[src/rtl/fnd_scan_sequencer_if.sv]
//==============================================================================
// Module   : fnd_scan_sequencer_if
// Brief    : Value-load and FND pin bundle between datapath and scan sequencer.
// Revision : 1.0
//==============================================================================
`default_nettype none

interface fnd_scan_sequencer_if #(
    parameter int VALUE_W = 14
);
    logic [VALUE_W-1:0] i_value;
    logic               i_load;
    logic               o_busy;
    logic [3:0]         fnd_digit;
    logic [7:0]         fnd_data;

    modport master (
        output i_value,
        output i_load,
        input  o_busy,
        input  fnd_digit,
        input  fnd_data
    );

    modport slave (
        input  i_value,
        input  i_load,
        output o_busy,
        output fnd_digit,
        output fnd_data
    );
endinterface

`default_nettype wire

[src/rtl/fnd_scan_sequencer.sv]
//==============================================================================
// Module   : fnd_scan_sequencer
// Brief    : 4-digit FND scanner with frame-aligned updates and iterative
//            binary->BCD conversion. Optional macro FND_LZS_EN enables
//            leading-zero suppression.
// Revision : 1.0
//==============================================================================
`default_nettype none

module fnd_scan_sequencer #(
    parameter int CLK_HZ    = 100_000_000,
    parameter int SCAN_HZ   = 1_000,
    parameter int BLANK_CYC = 1_000,
    parameter int VALUE_W   = 14
) (
    input  wire logic             clk,
    input  wire logic             reset,
    fnd_scan_sequencer_if.slave   bus
);

    localparam int c_digit_cyc = CLK_HZ / SCAN_HZ;
    localparam int c_show_cyc  = c_digit_cyc - BLANK_CYC;
    localparam int c_tmr_w_dig = $clog2(c_digit_cyc);
    localparam int c_tmr_w_cnv = $clog2(VALUE_W);
    localparam int c_tmr_w     = (c_tmr_w_dig > c_tmr_w_cnv) ? c_tmr_w_dig : c_tmr_w_cnv;
    localparam int c_max_val   = 9999;

    // The timer restarts at zero on each state change and counts down with
    // wrap-around, so a state of N cycles ends when it reaches -(N-1).
    localparam logic [c_tmr_w-1:0] c_show_end  = c_tmr_w'((1 << c_tmr_w) - (c_show_cyc - 1));
    localparam logic [c_tmr_w-1:0] c_blank_end = c_tmr_w'((1 << c_tmr_w) - (BLANK_CYC - 1));
    localparam logic [c_tmr_w-1:0] c_conv_end  = c_tmr_w'((1 << c_tmr_w) - (VALUE_W - 1));

    typedef enum logic [1:0] {
        S_SHOW  = 2'd0,
        S_BLANK = 2'd1,
        S_CONV  = 2'd2
    } state_t;

    state_t               r_state;
    state_t               w_next_state;
    logic [c_tmr_w-1:0]   r_timer;
    logic [1:0]           r_digit_sel;
    logic [1:0]           w_digit_sel_next;
    logic [VALUE_W-1:0]   r_shadow;
    logic                 r_pending;
    logic [VALUE_W-1:0]   r_bin;
    logic [15:0]          r_bcd;
    logic [15:0]          r_disp;
    logic                 r_busy;
    logic [3:0]           r_fnd_digit;
    logic [7:0]           r_fnd_data;

    logic                 w_start_conv;
    logic                 w_conv_last;
    logic [VALUE_W-1:0]   w_src;
    logic [VALUE_W-1:0]   w_clamped;
    logic [15:0]          w_adj;
    logic [15:0]          w_bcd_step;
    logic                 w_unused_bcd_msb;
    logic [3:0]           w_nibble;
    logic [3:0]           w_lz;
    logic                 w_busy;
    logic [3:0]           w_fnd_digit;
    logic [7:0]           w_fnd_data;

    function automatic logic [15:0] f_add3(input logic [15:0] bcd);
        logic [15:0] res;
        res = bcd;
        for (int i = 0; i < 4; i++) begin
            if (bcd[i*4 +: 4] >= 4'd5) begin
                res[i*4 +: 4] = bcd[i*4 +: 4] + 4'd3;
            end
        end
        return res;
    endfunction

    function automatic logic [7:0] f_seg(input logic [3:0] nib);
        logic [7:0] seg;
        case (nib)
            4'd0:    seg = 8'hC0;
            4'd1:    seg = 8'hF9;
            4'd2:    seg = 8'hA4;
            4'd3:    seg = 8'hB0;
            4'd4:    seg = 8'h99;
            4'd5:    seg = 8'h92;
            4'd6:    seg = 8'h82;
            4'd7:    seg = 8'hF8;
            4'd8:    seg = 8'h80;
            4'd9:    seg = 8'h90;
            default: seg = 8'hFF;
        endcase
        return seg;
    endfunction

    // A load in the boundary cycle is converted directly, bypassing the shadow.
    assign w_src     = bus.i_load ? bus.i_value : r_shadow;
    assign w_clamped = (32'(w_src) > 32'(c_max_val)) ? VALUE_W'(c_max_val) : w_src;

    assign w_adj            = f_add3(r_bcd);
    assign w_bcd_step       = {w_adj[14:0], r_bin[VALUE_W-1]};
    assign w_unused_bcd_msb = w_adj[15];

    assign w_nibble = r_disp[r_digit_sel*4 +: 4];

    always_comb begin
        w_lz = 4'b0000;
`ifdef FND_LZS_EN
        w_lz[3] = (r_disp[15:12] == 4'd0);
        w_lz[2] = w_lz[3] && (r_disp[11:8] == 4'd0);
        w_lz[1] = w_lz[2] && (r_disp[7:4] == 4'd0);
`endif
    end

    // Next-state and output decode
    always_comb begin
        w_next_state     = r_state;
        w_digit_sel_next = r_digit_sel;
        w_start_conv     = 1'b0;
        w_conv_last      = 1'b0;
        w_busy           = 1'b0;
        w_fnd_digit      = 4'b1111;
        w_fnd_data       = 8'hFF;

        case (r_state)
            S_SHOW: begin
                w_fnd_digit = ~(4'b0001 << r_digit_sel);
                w_fnd_data  = w_lz[r_digit_sel] ? 8'hFF : f_seg(w_nibble);
                if (r_timer == c_show_end) begin
                    w_next_state = S_BLANK;
                end
            end
            S_BLANK: begin
                if (r_timer == c_blank_end) begin
                    if (r_digit_sel != 2'd3) begin
                        w_digit_sel_next = r_digit_sel + 2'd1;
                        w_next_state     = S_SHOW;
                    end else if (r_pending || bus.i_load) begin
                        w_start_conv = 1'b1;
                        w_next_state = S_CONV;
                    end else begin
                        w_digit_sel_next = 2'd0;
                        w_next_state     = S_SHOW;
                    end
                end
            end
            S_CONV: begin
                w_busy = 1'b1;
                if (r_timer == c_conv_end) begin
                    w_conv_last      = 1'b1;
                    w_digit_sel_next = 2'd0;
                    w_next_state     = S_SHOW;
                end
            end
            default: begin
                w_next_state     = S_SHOW;
                w_digit_sel_next = 2'd0;
            end
        endcase
    end

    always_ff @(posedge clk) begin
        if (reset) begin
            r_state     <= S_SHOW;
            r_timer     <= '0;
            r_digit_sel <= 2'd0;
            r_shadow    <= '0;
            r_pending   <= 1'b0;
            r_bin       <= '0;
            r_bcd       <= '0;
            r_disp      <= '0;
            r_busy      <= 1'b0;
            r_fnd_digit <= 4'b1111;
            r_fnd_data  <= 8'hFF;
        end else begin
            r_state     <= w_next_state;
            r_timer     <= (w_next_state != r_state) ? '0 : r_timer - 1'b1;
            r_digit_sel <= w_digit_sel_next;

            if (bus.i_load) begin
                r_shadow <= bus.i_value;
            end

            if (bus.i_load) begin
                r_pending <= 1'b1;
            end else if (w_start_conv) begin
                r_pending <= 1'b0;
            end

            if (w_start_conv) begin
                r_bin <= w_clamped;
                r_bcd <= '0;
            end else if (r_state == S_CONV) begin
                r_bin <= r_bin << 1;
                r_bcd <= w_bcd_step;
            end

            if (w_conv_last) begin
                r_disp <= w_bcd_step;
            end

            r_busy      <= w_busy;
            r_fnd_digit <= w_fnd_digit;
            r_fnd_data  <= w_fnd_data;
        end
    end

    assign bus.o_busy    = r_busy;
    assign bus.fnd_digit = r_fnd_digit;
    assign bus.fnd_data  = r_fnd_data;

endmodule

`default_nettype wire

[src/flat_wrapper.sv]
// flat-port wrapper written by rule: the top's interface ports become plain ports
module fnd_scan_sequencer_flat 
#(
    parameter int CLK_HZ    = 100_000_000,
    parameter int SCAN_HZ   = 1_000,
    parameter int BLANK_CYC = 1_000,
    parameter int VALUE_W   = 14
)
  (clk, reset, bus_i_value, bus_i_load, bus_o_busy, bus_fnd_digit, bus_fnd_data);
  fnd_scan_sequencer_if #(.VALUE_W(VALUE_W)) bus_i ();
  input  wire logic clk;
  input  wire logic reset;
  input wire logic [$bits(bus_i.i_value)-1:0] bus_i_value;
  input wire logic [$bits(bus_i.i_load)-1:0] bus_i_load;
  output wire logic [$bits(bus_i.o_busy)-1:0] bus_o_busy;
  output wire logic [$bits(bus_i.fnd_digit)-1:0] bus_fnd_digit;
  output wire logic [$bits(bus_i.fnd_data)-1:0] bus_fnd_data;
  assign bus_i.i_value = bus_i_value;
  assign bus_i.i_load = bus_i_load;
  assign bus_o_busy = bus_i.o_busy;
  assign bus_fnd_digit = bus_i.fnd_digit;
  assign bus_fnd_data = bus_i.fnd_data;
  fnd_scan_sequencer #(.CLK_HZ(CLK_HZ), .SCAN_HZ(SCAN_HZ), .BLANK_CYC(BLANK_CYC), .VALUE_W(VALUE_W)) u_core (.clk(clk), .reset(reset), .bus(bus_i));
endmodule
[config.mk]
export PLATFORM = sky130hd
export DESIGN_NAME = fnd_scan_sequencer_flat
export DESIGN_NICKNAME = d
export VERILOG_FILES = /design/src/rtl/fnd_scan_sequencer_if.sv /design/src/rtl/fnd_scan_sequencer.sv /design/src/flat_wrapper.sv
export SDC_FILE = /design/constraint.sdc
export NUM_CORES = 1
export LEC_CHECK = 0
export CAP_MARGIN = 20
export CELL_PAD_IN_SITES_DETAIL_PLACEMENT = 1
export CELL_PAD_IN_SITES_GLOBAL_PLACEMENT = 1
export CORE_MARGIN = 5
export CORE_UTILIZATION = 52
export DETAILED_ROUTE_END_ITERATION = 12
export DONT_BUFFER_PORTS = 1
export PLACE_DENSITY_LB_ADDON = 0.1
export SYNTH_ARGS = -nofsm -noshare
export SYNTH_HDL_FRONTEND = slang
export SYNTH_SLANG_ARGS = --single-unit
[constraint.sdc]
create_clock -name clk -period 5.71 [get_ports clk]
set_clock_uncertainty 0.1 [all_clocks]
set_input_delay 0.8565 -clock clk [delete_from_list [all_inputs] [get_ports clk]]
set_output_delay 0.8565 -clock clk [all_outputs]
set_load 0.01 [all_outputs]
# --- Yosys cells after proc, flatten, opt, wreduce, memory -nomap -nowiden ---
# Memory sizes are Yosys's and may differ from the RTL's. A register that Yosys moved wholly into a read port is not among the register bits.
# Cells that the tools add are included.
totals:
  n_memories: 1
  elab_cells: 77
  reg_bits: 95
  rom_bits: 112
mem_list:
  columns: ["name", "words", "width", "rd", "rd_ports_with_merged_regs", "write_ports", "line_no", "source"]
  rows:
  - ["(no name shown)", 16, 7, 1, 1, 0, "fnd_scan_sequencer.sv:80", "case (nib)"]
op_classes:
  n_bitwise: 2
  n_reduce_logical: 9
  n_mux: 30
  shift: 2
  addsub: 6
  n_eq_ne: 10
  order_cmp: 6
ops:
  columns: ["op", "n"]
  rows:
  - ["$mux W14", 4]
  - ["$eq A17 B17 Y1 const B", 2]
  - ["$mux W2", 9]
  - ["$eq A17 B15 Y1 const B", 1]
  - ["$sub A17 B1 Y17 const B", 1]
  - ["$ge A4 B3 Y1 const B", 4]
  - ["$shiftx A16 B5 Y4", 1]
  - ["$gt A14 B14 Y1 const B", 1]
  - ["$add A4 B2 Y4 const B", 3]
  - ["$mux W4", 3]
  - ["$pmux W2 S3", 2]
  - ["$mux W1", 10]
  - ["$reduce_or A2 Y1", 3]
  - ["$ne A2 B1 Y1 const B", 2]
  - ["$not A4 Y4", 1]
  - ["$reduce_and A4 Y1", 1]
  - ["$reduce_bool A2 Y1", 2]
  - ["$shl A1 B2 Y4 const A", 1]
  - ["$add A3 B2 Y3 const B", 1]
  - ["$lt A2 B3 Y1 const B", 1]
  - ["$mux W3", 1]
  - ["$ne A3 B2 Y1 const B", 1]
  - ["$reduce_or A3 Y1", 1]
  - ["$add A2 B1 Y2 const B", 1]
  - ["other kinds (8)", 8]

# --- Depth between registers and ports, before layout ---
logic_depth:
  depth_word: 7
  depth_mapped: 8
  mapped_depth_nobuf: 7

# --- Least setup slack after synthesis ---
# Ideal clock, no wire load.
synth_path:
  path_kind: "input to register"
  from: "in bus_i_load"
  to: "reg u_core.r_bin[2]"
  arrival_time_ns: 2.157
  path_stages: 7
  setup_time_ns: 0.115
  t_required_ns: 5.495
  path_slack_ns: 3.337
  path_cell_list: "buf_2 mux2i_1 nor2_1 a31oi_1 clkbuf_1 nand3_1 and3_1"
synth_via:
  elab_chain_cells: 6
synth_rtl:
  columns: ["element", "line_no", "source"]
  rows:
  - ["start: declaration", "flat_wrapper.sv:14", "input wire logic [$bits(bus_i.i_load)-1:0] bus_i_load;"]
  - ["parallel branches: the longest is 6 deep, another holds $gt A14 B14 Y1", null, null]
  - ["end signal: assignment", "fnd_scan_sequencer.sv:191", "r_bin <= w_clamped;"]
  - ["end signal: assignment", "fnd_scan_sequencer.sv:194", "r_bin <= r_bin << 1;"]
  - ["end: declaration", "fnd_scan_sequencer.sv:47", "logic [VALUE_W-1:0] r_bin;"]
# Parallel ways; which one is timed is not known.
# A chain may end at the register's enable or synchronous reset.

# --- Worst setup path in the final report ---
layout_path:
  from: "reg u_core.r_timer[0]"
  to: "reg u_core.r_timer[12]"
layout_via:
  elab_chain_cells: 5
layout_rtl:
  columns: ["element", "line_no", "source"]
  rows:
  - ["start: declaration", "fnd_scan_sequencer.sv:42", "logic [c_tmr_w-1:0] r_timer;"]
  - ["start signal: assignment", "fnd_scan_sequencer.sv:177", "r_timer <= (w_next_state != r_state) ? '0 : r_timer - 1'b1;"]
  - ["$eq A17 B17 Y1 (tied with other cells)", "fnd_scan_sequencer.sv:149", "if (r_timer == c_conv_end) begin"]
  - ["$mux W2 (on tied branches)", "fnd_scan_sequencer.sv:149, fnd_scan_sequencer.sv:129, fnd_scan_sequencer.sv:134", null]
  - ["$pmux W2 S3", "fnd_scan_sequencer.sv:125", "case (r_state)"]
  - ["$ne A2 B2 Y1", "fnd_scan_sequencer.sv:177", null]
  - ["$reduce_or A2 Y1 (no line)", null, null]
# Parallel ways exist; a longest one is shown, timed or not.

==> qor.txt <==
WP data required = 5850 ps
Main synth FF type = dfxtp_1
Pre-Repair DR Iteration Count = 4
critical path cell sequence = ha_1 -> nand3b_1 -> or4_4 -> o31ai_4 -> nand4b_4 -> nor2_1
CTS tree = yes
Max-slew headroom = 0.323
multi-input logic area = 0.00236 mm²
initial antenna violation count = 0
design area = 0.00466 mm²
CTS root buf = clkbuf_8
Highest Clock Rate = 379 MHz
initial drt markers = 130
Port-buffer cells = 0
FF-to-FF path depth = 6
hold-critical path depth = 2
dpl ws = 2950 ps
async set-or-reset flop fraction in the synthesized netlist = 0
area grow syn2layout = 4.96%
Detail Route Antenna Nets = 0
commonest non-fill, non-tap cell in the layout = dfxtp_1
Worst path slowest cell = o31ai_4
first-pass GRT wire length = 17300 µm
register area = 0.00188 mm²
number of global-route vias before repair = 3586
WP depth = 6
Final period util = 0.462
peak supply drop = 154 µV
CP Capture Type = flip-flop
# clock sinks = 94
routed vias = 3518
CTS Hold Bufs = 0
WP buf/inv = 0
critical path class = flip-flop to flip-flop
Synth Cell Area = 0.00444 mm²
# fillers = 982
synth unique cells = 49
std cell rows = 33
largest area contributor in the netlist = dfxtp_1
worst hold path class = flip-flop to flip-flop
# diodes = 0
placed insts = 595
pwr/cell area = 298 mW/mm²
status = completed
setup_tns = 0 ps
Clock transition at path regs = 90 ps
Routed WL = 10200 µm
Yosys top cell area share = 0.424
critical path data arrival time = 2780 ps
syn_area_per_cell = 8.58 µm²
Fin. Hold Viols = 0
worst-path maximum fanout = 17
synth top area cells = dfxtp_1 (42%), ha_1 (5.6%), nor2_1 (5.6%), nand2_1 (5.2%), a21oi_1 (5.0%)
DIE AREA = 0.0105 mm²
Final setup viols = 0
DP Area = 0.00445 mm²
delay-heaviest family, CP = simple AND/OR/NAND/NOR gates
Slew Viols, Final = 0
Die H = 102 µm
Die Width = 102 µm
Max clock buf depth = 2
crit-path max cell delay = 620 ps
post-CTS sizing = 0
setup bufs post-CTS = 0
MaxCap Viol Count = 0
maximum number of pins on one net before global-route repair = 35
Ports = 30
Nets = 539
total grt overflow = 0
setup ws final = 3070 ps
gpl congestion = 0.803
core area = 0.00826 mm²
starting density of the core = 0.538
Skew-Pair Late Insertion Delay = 350 ps
syn_nets = 555
Worst Tran Pin Value = 1010 ps
Startpoint Class = flip-flop
Yosys reg bits = 94
Pleak = 1.69 nW
Yosys warnings = 0
register area share after synthesis = 0.424
commonest cells after routing, fill and taps aside = dfxtp_1 (94), nor2_1 (66), nand2_1 (61)
vias per cell = 5.75
post-route DRC violation count = 0
crit path time final = 2640 ps
CTS H-tree depth = 3
unrepaired setup endpoints after global routing = no
GRT Total Usage = 0.206
CTS Buf Count = 9
share of post-route cells with drive strength above 1 = 0.0769
EDFF count, synth = 0
Finished Layout Cells = 612
Final Util = 0.565
WL/cell = 16.7 µm
Syn Inst Count = 518
DP HPWL = 7230 µm
==> per-layer routing <==
metal / share of wire / wire (µm) / vias to the layer above / global-route usage
li1: - / - / 1752 / -
met1: 0.46 / 4740 / 1718 / 0.262
met2: 0.50 / 5090 / 36 / 0.356
met3: 0.024 / 241 / 12 / 0.0328
met4: 0.014 / 141 / 0 / 0.0646
met5: 0 / 0 / - / 0
==> worst paths after layout <==
| path | startpoint | endpoint | slack, ps |
|---|---|---|---|
| min reg2reg | u_core.r_disp[0] | u_core.r_disp[0] | 360 |
| max reg2reg | u_core.r_timer[0] | u_core.r_timer[12] | 3070 |
| max | u_core.r_timer[0] | u_core.r_timer[12] | 3070 |
| min | u_core.r_disp[0] | u_core.r_disp[0] | 360 |
==> per-stage QoR <==
stage                     hold slack (ps)  power, mW
final                                 356       1.39
after CTS                             357       1.40
after floorplan                       329      0.919
after global placement                334      0.947
after detailed placement              342      0.958
after global routing                  382       1.46
==> area by class of cell <==
class,instances,share of cell area
Multi-Input combinational cell,377,0.507
Sequential cell,94,0.404
Tap cell,105,0.0282
Clock buffer,10,0.0274
Clock inverter,6,0.0150
Inverter,18,0.0145
Timing Repair Buffer,2,0.00483
==> cell usage after synthesis (5+ instances only) <==
cell type  instances
a211oi_1          13
nor4_1             9
xor2_1             6
nor3_1            14
nor2_1            66
buf_2              5
nand2b_1           6
o21ai_0           28
mux2_2             6
mux2i_1           15
ha_1              20
inv_1             18
clkbuf_1          18
nand3_1           16
dfxtp_1           94
a21oi_1           44
and3_1             7
nor3b_1            6
and2_1             9
nand2_1           61
xnor2_1           11
==> where the power goes <==
part / switching [mW] / leakage, nW / total (mW) / internal (mW)
Sequential: 0.0562 / 0.766 / 0.753 / 0.697
Clock: 0.236 / 0.0891 / 0.441 / 0.205
Combinational: 0.114 / 0.837 / 0.193 / 0.0796
Total: 0.406 / 1.69 / 1.39 / 0.982
==> flip-flops by register name, indices dropped and copies added, names as in the netlist <==
register	cells
u_core.r_bin	14
u_core.r_state	2
u_core.r_bcd	16
u_core.r_timer	17
u_core.r_pending	1
u_core.bus.fnd_digit	4
u_core.r_shadow	14
u_core.r_disp	16
u_core.bus.o_busy	1
u_core.r_digit_sel	2
u_core.bus.fnd_data	7
==> worst reg2reg max path: cells and delay by family, from the launching register on <==
| kind | cells | cell delay (ps) |
|---|---|---|
| flip-flops | 1 | 440 |
| AO/OA/AOI/OAI | 1 | 620 |
| adder cells (fa/ha/maj) | 1 | 180 |
| AND/OR/NAND/NOR | 4 | 1200 |
==> kinds of logic (layout without fill, tap and decap cells) <==
family | after synthesis | count (layout) | synth area share
simple gates | 214 | 214 | 0.238
compound gates | 100 | 100 | 0.133
flops | 94 | 94 | 0.424
buf+inv | 47 | 36 | 0.0453
mux | 25 | 25 | 0.0693
fa+ha+maj | 20 | 20 | 0.0563
xor+xnor | 17 | 17 | 0.0335
other cells | 1 | 1 | 0.000844
Power figures use the tool's default switching activity.
